--- config.mk ---
export PLATFORM = sky130hd
export DESIGN_NAME = instr_fetch
export DESIGN_NICKNAME = d
export VERILOG_FILES = /design/src/rtl/instr_fetch.sv
export SDC_FILE = /design/constraint.sdc
export NUM_CORES = 1
export LEC_CHECK = 0
export ABC_CLOCK_PERIOD_IN_PS = 4900
export CORE_MARGIN = 3
export CORE_UTILIZATION = 35
export CTS_BUF_LIST = sky130_fd_sc_hd__clkbuf_8 sky130_fd_sc_hd__clkbuf_16
export CTS_CLUSTER_DIAMETER = 200
export DETAILED_ROUTE_END_ITERATION = 7
export PLACE_DENSITY = 0.64
export SLEW_MARGIN = 15
export SYNTH_ARGS = -nofsm -noshare
export SYNTH_HDL_FRONTEND = slang
export SYNTH_SLANG_ARGS = --single-unit
--- constraint.sdc ---
create_clock -name clk -period 4.9 [get_ports clk]
set_clock_uncertainty 0.1 [all_clocks]
set_input_delay 1.47 -clock clk [delete_from_list [all_inputs] [get_ports clk]]
set_output_delay 1.47 -clock clk [all_outputs]
set_load 0.01 [all_outputs]
--- src/rtl/instr_fetch.sv ---
// instr_fetch: fetch/issue sequencer that owns the PC and the instruction register (IR).
// Latency: at least 2 cycles per instruction (FETCH, ISSUE); each extra cycle without imem_ready adds one.
// Backpressure: stall holds ISSUE with pc/IR frozen; a missing imem_ready holds FETCH.
//
// Ports:
//   clk, reset          single clock; synchronous active-high reset
//   imem_req/addr       read request to instruction memory; addr always equals pc
//   imem_ready/data     response; accepted only in FETCH
//   opcode..target      decoded fields of the IR, combinational
//   instr_valid, pc     the IR is being issued; pc is its address
//   jump, jump_sel,     control decisions for the issued instruction, sampled in ISSUE
//   branch, zero, reg_a
//   stall               downstream not ready; holds the issue
//   halted              fetch stopped (only with FETCH_SYSCALL_HALT_EN)
//
// Build option: define FETCH_SYSCALL_HALT_EN to make SYSCALL stop fetching.
module instr_fetch #(
    parameter logic [31:0] RESET_PC = 32'h0000_0000
) (
    input  logic        clk,
    input  logic        reset,
    output logic        imem_req,
    output logic [31:0] imem_addr,
    input  logic        imem_ready,
    input  logic [31:0] imem_data,
    output logic [5:0]  opcode,
    output logic [5:0]  funct,
    output logic [4:0]  rs,
    output logic [4:0]  rt,
    output logic [4:0]  rd,
    output logic [15:0] imm,
    output logic [25:0] target,
    output logic        instr_valid,
    output logic [31:0] pc,
    input  logic        jump,
    input  logic        jump_sel,
    input  logic        branch,
    input  logic        zero,
    input  logic [31:0] reg_a,
    input  logic        stall,
    output logic        halted
);

    typedef enum logic [1:0] {
        FETCH = 2'd0,
        ISSUE = 2'd1,
        HALT  = 2'd2
    } state_t;

    state_t      state, state_nxt;
    logic [31:0] ir;
    logic        ir_load;
    logic        pc_load;
    logic [31:0] pc_plus4;
    logic [31:0] next_pc;

    // JR targets are word aligned; the low address bits of reg_a carry no meaning here.
    logic unused_reg_a_lsbs;
    assign unused_reg_a_lsbs = &{1'b0, reg_a[1:0]};

    // Field decode straight off the IR so control sees stable values for the whole issue.
    assign opcode = ir[31:26];
    assign rs     = ir[25:21];
    assign rt     = ir[20:16];
    assign rd     = ir[15:11];
    assign funct  = ir[5:0];
    assign imm    = ir[15:0];
    assign target = ir[25:0];

    assign imem_addr = pc;

    // Both additions are 32 bits wide so the carry drops and the address wraps.
    assign pc_plus4 = pc + 32'd4;

    always_comb begin
        next_pc = pc_plus4;
        if (jump) begin
            if (jump_sel) begin
                next_pc = {reg_a[31:2], 2'b00};
            end else begin
                next_pc = {pc_plus4[31:28], target, 2'b00};
            end
        end else if (branch && !zero) begin
            next_pc = pc_plus4 + {{14{imm[15]}}, imm, 2'b00};
        end
    end

`ifdef FETCH_SYSCALL_HALT_EN
    logic is_syscall;
    assign is_syscall = (ir[31:26] == 6'b000000) && (ir[5:0] == 6'b001100);
    assign halted     = (state == HALT);
`else
    assign halted = 1'b0;
`endif

    always_comb begin
        state_nxt   = state;
        imem_req    = 1'b0;
        instr_valid = 1'b0;
        ir_load     = 1'b0;
        pc_load     = 1'b0;
        case (state)
            FETCH: begin
                // The request is masked while reset is held so nothing goes out
                // before the first cycle after reset releases.
                imem_req = !reset;
                if (imem_ready) begin
                    ir_load   = 1'b1;
                    state_nxt = ISSUE;
                end
            end
            ISSUE: begin
                instr_valid = 1'b1;
                if (!stall) begin
`ifdef FETCH_SYSCALL_HALT_EN
                    if (is_syscall) begin
                        state_nxt = HALT;
                    end else begin
                        pc_load   = 1'b1;
                        state_nxt = FETCH;
                    end
`else
                    pc_load   = 1'b1;
                    state_nxt = FETCH;
`endif
                end
            end
            HALT: begin
                state_nxt = HALT;
            end
            default: begin
                state_nxt = FETCH;
            end
        endcase
    end

    always_ff @(posedge clk) begin
        if (reset) begin
            state <= FETCH;
            pc    <= {RESET_PC[31:2], 2'b00};
            ir    <= 32'h0000_0000;
        end else begin
            state <= state_nxt;
            if (ir_load) begin
                ir <= imem_data;
            end
            if (pc_load) begin
                pc <= next_pc;
            end
        end
    end

endmodule

# == Word level (Yosys, flattened, before mapping) ==
# Index checks and enable logic that the tools add are counted.
# W data, S select, Z words.
# totals
register_bits,66
inputBits,72
out_inout_bits,136
wordCells,26
# op_classes
addsub,2
n_eq_ne,4
n_mux,12
reduce_logical,5
# op_table
cell,n
$mux W32,3
$add A32 B3 Y32 const B,1
$add A32 B32 Y32,1
$mux W1,6
$pmux W2 S3,1
$mux W2,2
$ne A2 B2 Y1 const B,2
$eq A2 B1 Y1 const B,1
$eq A2 B2 Y1 const B,1
$logic_not A1 Y1,2
$logic_not A2 Y1,1
$reduce_and A2 Y1,1
$logic_and A1 B1 Y1,1

# == Longest topological paths before layout ==
# logic_depth
word_depth,4
ltp_mapped,15

# == Least setup slack after synthesis ==
# No wires, ideal clock.
# synth_timing
path_type,in2out
start,input port reset
end,output port imem_req
arrival_time_ps,2124
setup_slack_ps,1206
stages,3
n_path_buf,2
cell_sequence,clkbuf_1 -> buf_1 -> nor3_1
# synth_via
elab_chain_cells,2
# synth_lines
item,line_no,rtl
from (decl),21,"input logic reset,"
$logic_not A1 Y1,106,imem_req = !reset;
$mux W1,102,case (state)
to (decl),22,"output logic imem_req,"
# Every way passes these cells.

# == Worst setup path in the final report ==
# layout_timing
start,"register pc[4], in the netlist imem_addr[4]"
end,"register pc[28], in the netlist imem_addr[28]"
# layout_via
elab_chain_cells,4
word_cells_on_any_way,5
cone_classes,add/sub: 2; mux: 3
# layout_lines
item,line_no,rtl
from (decl),34,"output logic [31:0] pc,"
from (signal assigned),140,"pc <= {RESET_PC[31:2], 2'b00};"
from (signal assigned),148,pc <= next_pc;
$add A32 B3 Y32 (*),73,assign pc_plus4 = pc + 32'd4;
$add A32 B32 Y32,84,"next_pc = pc_plus4 + {{14{imm[15]}}, imm, 2'b00};"
$mux W32,83,end else if (branch && !zero) begin
$mux W32 (*),77,if (jump) begin
# Mark *: on every way between the ends. The rest lies on a longest branch, timed or not.
# A chain may end at the register's enable or synchronous reset.

==> metrics.cfg <==
[worst_setup_path]
crit_fanout=9
path_class=flip-flop to flip-flop
reg2reg_slack_ns=0.65
worstReg2RegEnd=imem_addr[28]
crit_path_max_incr_delay_ns=0.53
start_kind=flip-flop
crit_slowest_cell=dfxtp_1
critical_path_depth=14
critical_path_buf_inv_count=0
crit_arrival_ns=4.35
path_cells=nand4_1 -> nor2_1 -> nand3_1 -> xnor2_1 -> ha_1 -> a21oi_1 -> o21bai_1 -> a21oi_1 -> o21ai_0 -> or4_1 -> and2_1 -> o21bai_1 -> mux2i_1 -> o31ai_1
critPathLaunch=imem_addr[4]
r2r-start=imem_addr[4]
crit_family=simple AND/OR/NAND/NOR gates
endpoint_kind=flip-flop
crit_path_end=imem_addr[28]
worstPathRequired_ns=5.00
reg2reg_depth=14

[synth]
synthArstFlopShare=0
synthFlopType=dfxtp_1
yosysSeqAreaShare=0.221
synth_edf_count=0
synth-seq-cells=64
synth.distinct_cells=69
synthCells=769
ys_warn_count=0
postSynthAreaPerCell_sq_um=7.53
syn_area_sq_um=5790

[sta]
finalCritPeriodShare=0.868
fin_tns_setup_ns=0
setup_violations=0
worst_slew_pin_slew_ns=0.932
fmax_mhz=235
whs_ns=0.352
slew_violations=0
relSlewSlack=0.376
rsz0062_at_grt=no
hold_viol_final=0
finalCriticalPeriod_ns=4.25

[cts]
ctsResizeCount=0
cts_buffers=9
htreeDepth=3
worstSkewPairLatency_ns=0.34
cts_tree=yes
ctsHoldBuffers=0
root_buffer=clkbuf_16
clk_pin_slew_ns=0.06
post_cts_buffers=0
clockBufferDepth=2
numClockSinks=64

[pwr]
netSwitchingFraction=0.297
power.density_nw_per_um2=215
seqPwrFrac=0.350
peakVddDrop_v=0.000149
power.total_uw=1680
pwr-share-comb=0.253
power_switching_uw=497
intPower_uw=1180
leakagePower_uw=0.00310
clockPowerShare=0.397

[finish]
layout-drive-gt1-share=0.0469
area_delta_synth_final_pct=34.5
nets=1000
fin_util=0.485
diodes=0
filler_cell_count=1603

[routing]
ant_nets=0
wirelength_mm=19.9
drc=0
routed_via_density=5.38
drtPass1Iterations=5
num_vias=5980
wl_per_cell_um=17.9
drt_iter0_drc=425

[run]
cap_violations=0

[floorplanning]
die_area_sq_um=18100
chipWidth_um=135
start_util=0.360
fp.dieH_um=135
io_pins=208
fp.coreArea_sq_um=16100
rows=46

[place]
dp_hpwl_mm=14.7
portBuffers=200
gp_congestion=0.917

[status]
status=finished clean

[global_routing]
grt-ovfl-total=0
grt_first_pass_wirelength_mm=31.3
grt_pass1_vias=5792
grt.total_usage=0.217
antenna_found_initial=0
grt_max_degree=56

[hold_path]
hold_class=flip-flop to flip-flop

## synth_stat cells, types with 4 or more instances
cell type | n | area share
a211oi_1 | 16 | 0.021
a21o_1 | 11 | 0.014
a21oi_1 | 88 | 0.076
a22o_1 | 5 | 0.0076
a31oi_1 | 4 | 0.0043
and2_1 | 4 | 0.0043
and3_1 | 5 | 0.0054
and4_1 | 5 | 0.0076
buf_1 | 4 | 0.0026
buf_4 | 72 | 0.093
clkbuf_1 | 27 | 0.018
dfxtp_1 | 64 | 0.22
ha_1 | 37 | 0.080
inv_1 | 7 | 0.0045
mux2i_1 | 26 | 0.045
nand2_1 | 123 | 0.080
nand2b_1 | 5 | 0.0054
nand3_1 | 27 | 0.023
nand4_1 | 14 | 0.015
nor2_1 | 50 | 0.032
nor2b_1 | 10 | 0.011
nor3_1 | 12 | 0.010
o211ai_1 | 9 | 0.012
o21a_1 | 4 | 0.0052
o21ai_0 | 26 | 0.022
o21bai_1 | 7 | 0.0091
or3_1 | 4 | 0.0043
xnor2_1 | 28 | 0.042
xor2_1 | 18 | 0.027
## routing by layer
metal / track usage / routed length, um / part of all wire / vias to the layer above
li1: - / - / - / 2930
met1: 0.291 / 8840 / 0.44 / 2778
met2: 0.355 / 9390 / 0.47 / 237
met3: 0.0339 / 1180 / 0.059 / 35
met4: 0.0758 / 467 / 0.023 / 0
met5: 0 / 0 / 0 / -
## state kept, by name (all words and copies together), names as in the netlist
register   count
ir            32
imem_addr     30
state          2
## layout make-up
| type | instances | area [sq um] | area share |
|---|---|---|---|
| well taps | 216 | 270 | 0.0347 |
| inverters | 7 | 26.3 | 0.00338 |
| clock inverters | 5 | 47.5 | 0.00611 |
| multi-input cells | 596 | 3820 | 0.491 |
| clock buffers | 11 | 253 | 0.0325 |
| repair buffers | 212 | 2080 | 0.267 |
| flip-flops and latches | 64 | 1280 | 0.165 |
## worst min-delay path, cell delays in order, from the launching register on
cell and delay (ns):
dfxtp_1 0.30, nand2_1 0.05, a21oi_1 0.05
## how the worst min path moves through the flow
stage          startpoint       end  cells after the start
3_3_place_gp       ir[31]    ir[31]                      2
6_report           ir[31]    ir[31]                      2
3_5_place_dp       ir[31]    ir[31]                      2
4_1_cts            ir[31]    ir[31]                      2
2_1_floorplan    state[0]  state[1]                      1
5_1_grt            ir[29]    ir[29]                      2
## power groups by stage
| stage | Clock, uW | Sequential, uW | Combinational [uW] |
|---|---|---|---|
| detailed placement | 0 | 598 | 422 |
| floorplan | 0 | 598 | 238 |
| global route | 699 | 592 | 462 |
| finish | 666 | 586 | 424 |
| global placement | 0 | 597 | 420 |
| CTS | 675 | 587 | 424 |
## metrics by stage
stage	worst slack [ns]	std cells	area (sq um)
2_1_floorplan	1.21	773	5800
5_1_grt	0.397	1111	7780
3_3_place_gp	0.826	1095	7480
3_5_place_dp	0.775	1095	7480
6_report	0.647	1111	7780
4_1_cts	0.732	1111	7780
## placed cells by master, fill, tap and decap left out, drive strengths merged, types with 7 or more instances in the layout
| cell | Yosys | layout |
|---|---|---|
| nor3 | 12 | 12 |
| a21o | 11 | 11 |
| ha | 37 | 37 |
| nand2 | 123 | 123 |
| o21bai | 7 | 7 |
| dfxtp | 64 | 64 |
| clkdlybuf4s50 | 0 | 198 |
| a21oi | 89 | 89 |
| clkbuf | 27 | 11 |
| nor2b | 10 | 10 |
| o211ai | 9 | 9 |
| xor2 | 19 | 19 |
| nand4 | 15 | 15 |
| nor2 | 51 | 51 |
| o21ai | 27 | 27 |
| xnor2 | 28 | 28 |
| mux2i | 26 | 26 |
| a211oi | 18 | 18 |
| inv | 7 | 9 |
| nand3 | 27 | 27 |
| and4 | 7 | 7 |
| buf | 79 | 14 |
## cells by family after synthesis
group | after synthesis | share of synthesized area
simple gates | 273 | 0.224
compound gates | 204 | 0.227
buf+inv | 113 | 0.121
flops | 64 | 0.221
xor+xnor | 47 | 0.0724
fa+ha+maj | 38 | 0.0834
mux | 29 | 0.0508
other cells | 1 | 0.000648
Note: power is estimated with default switching activity, not from simulation.
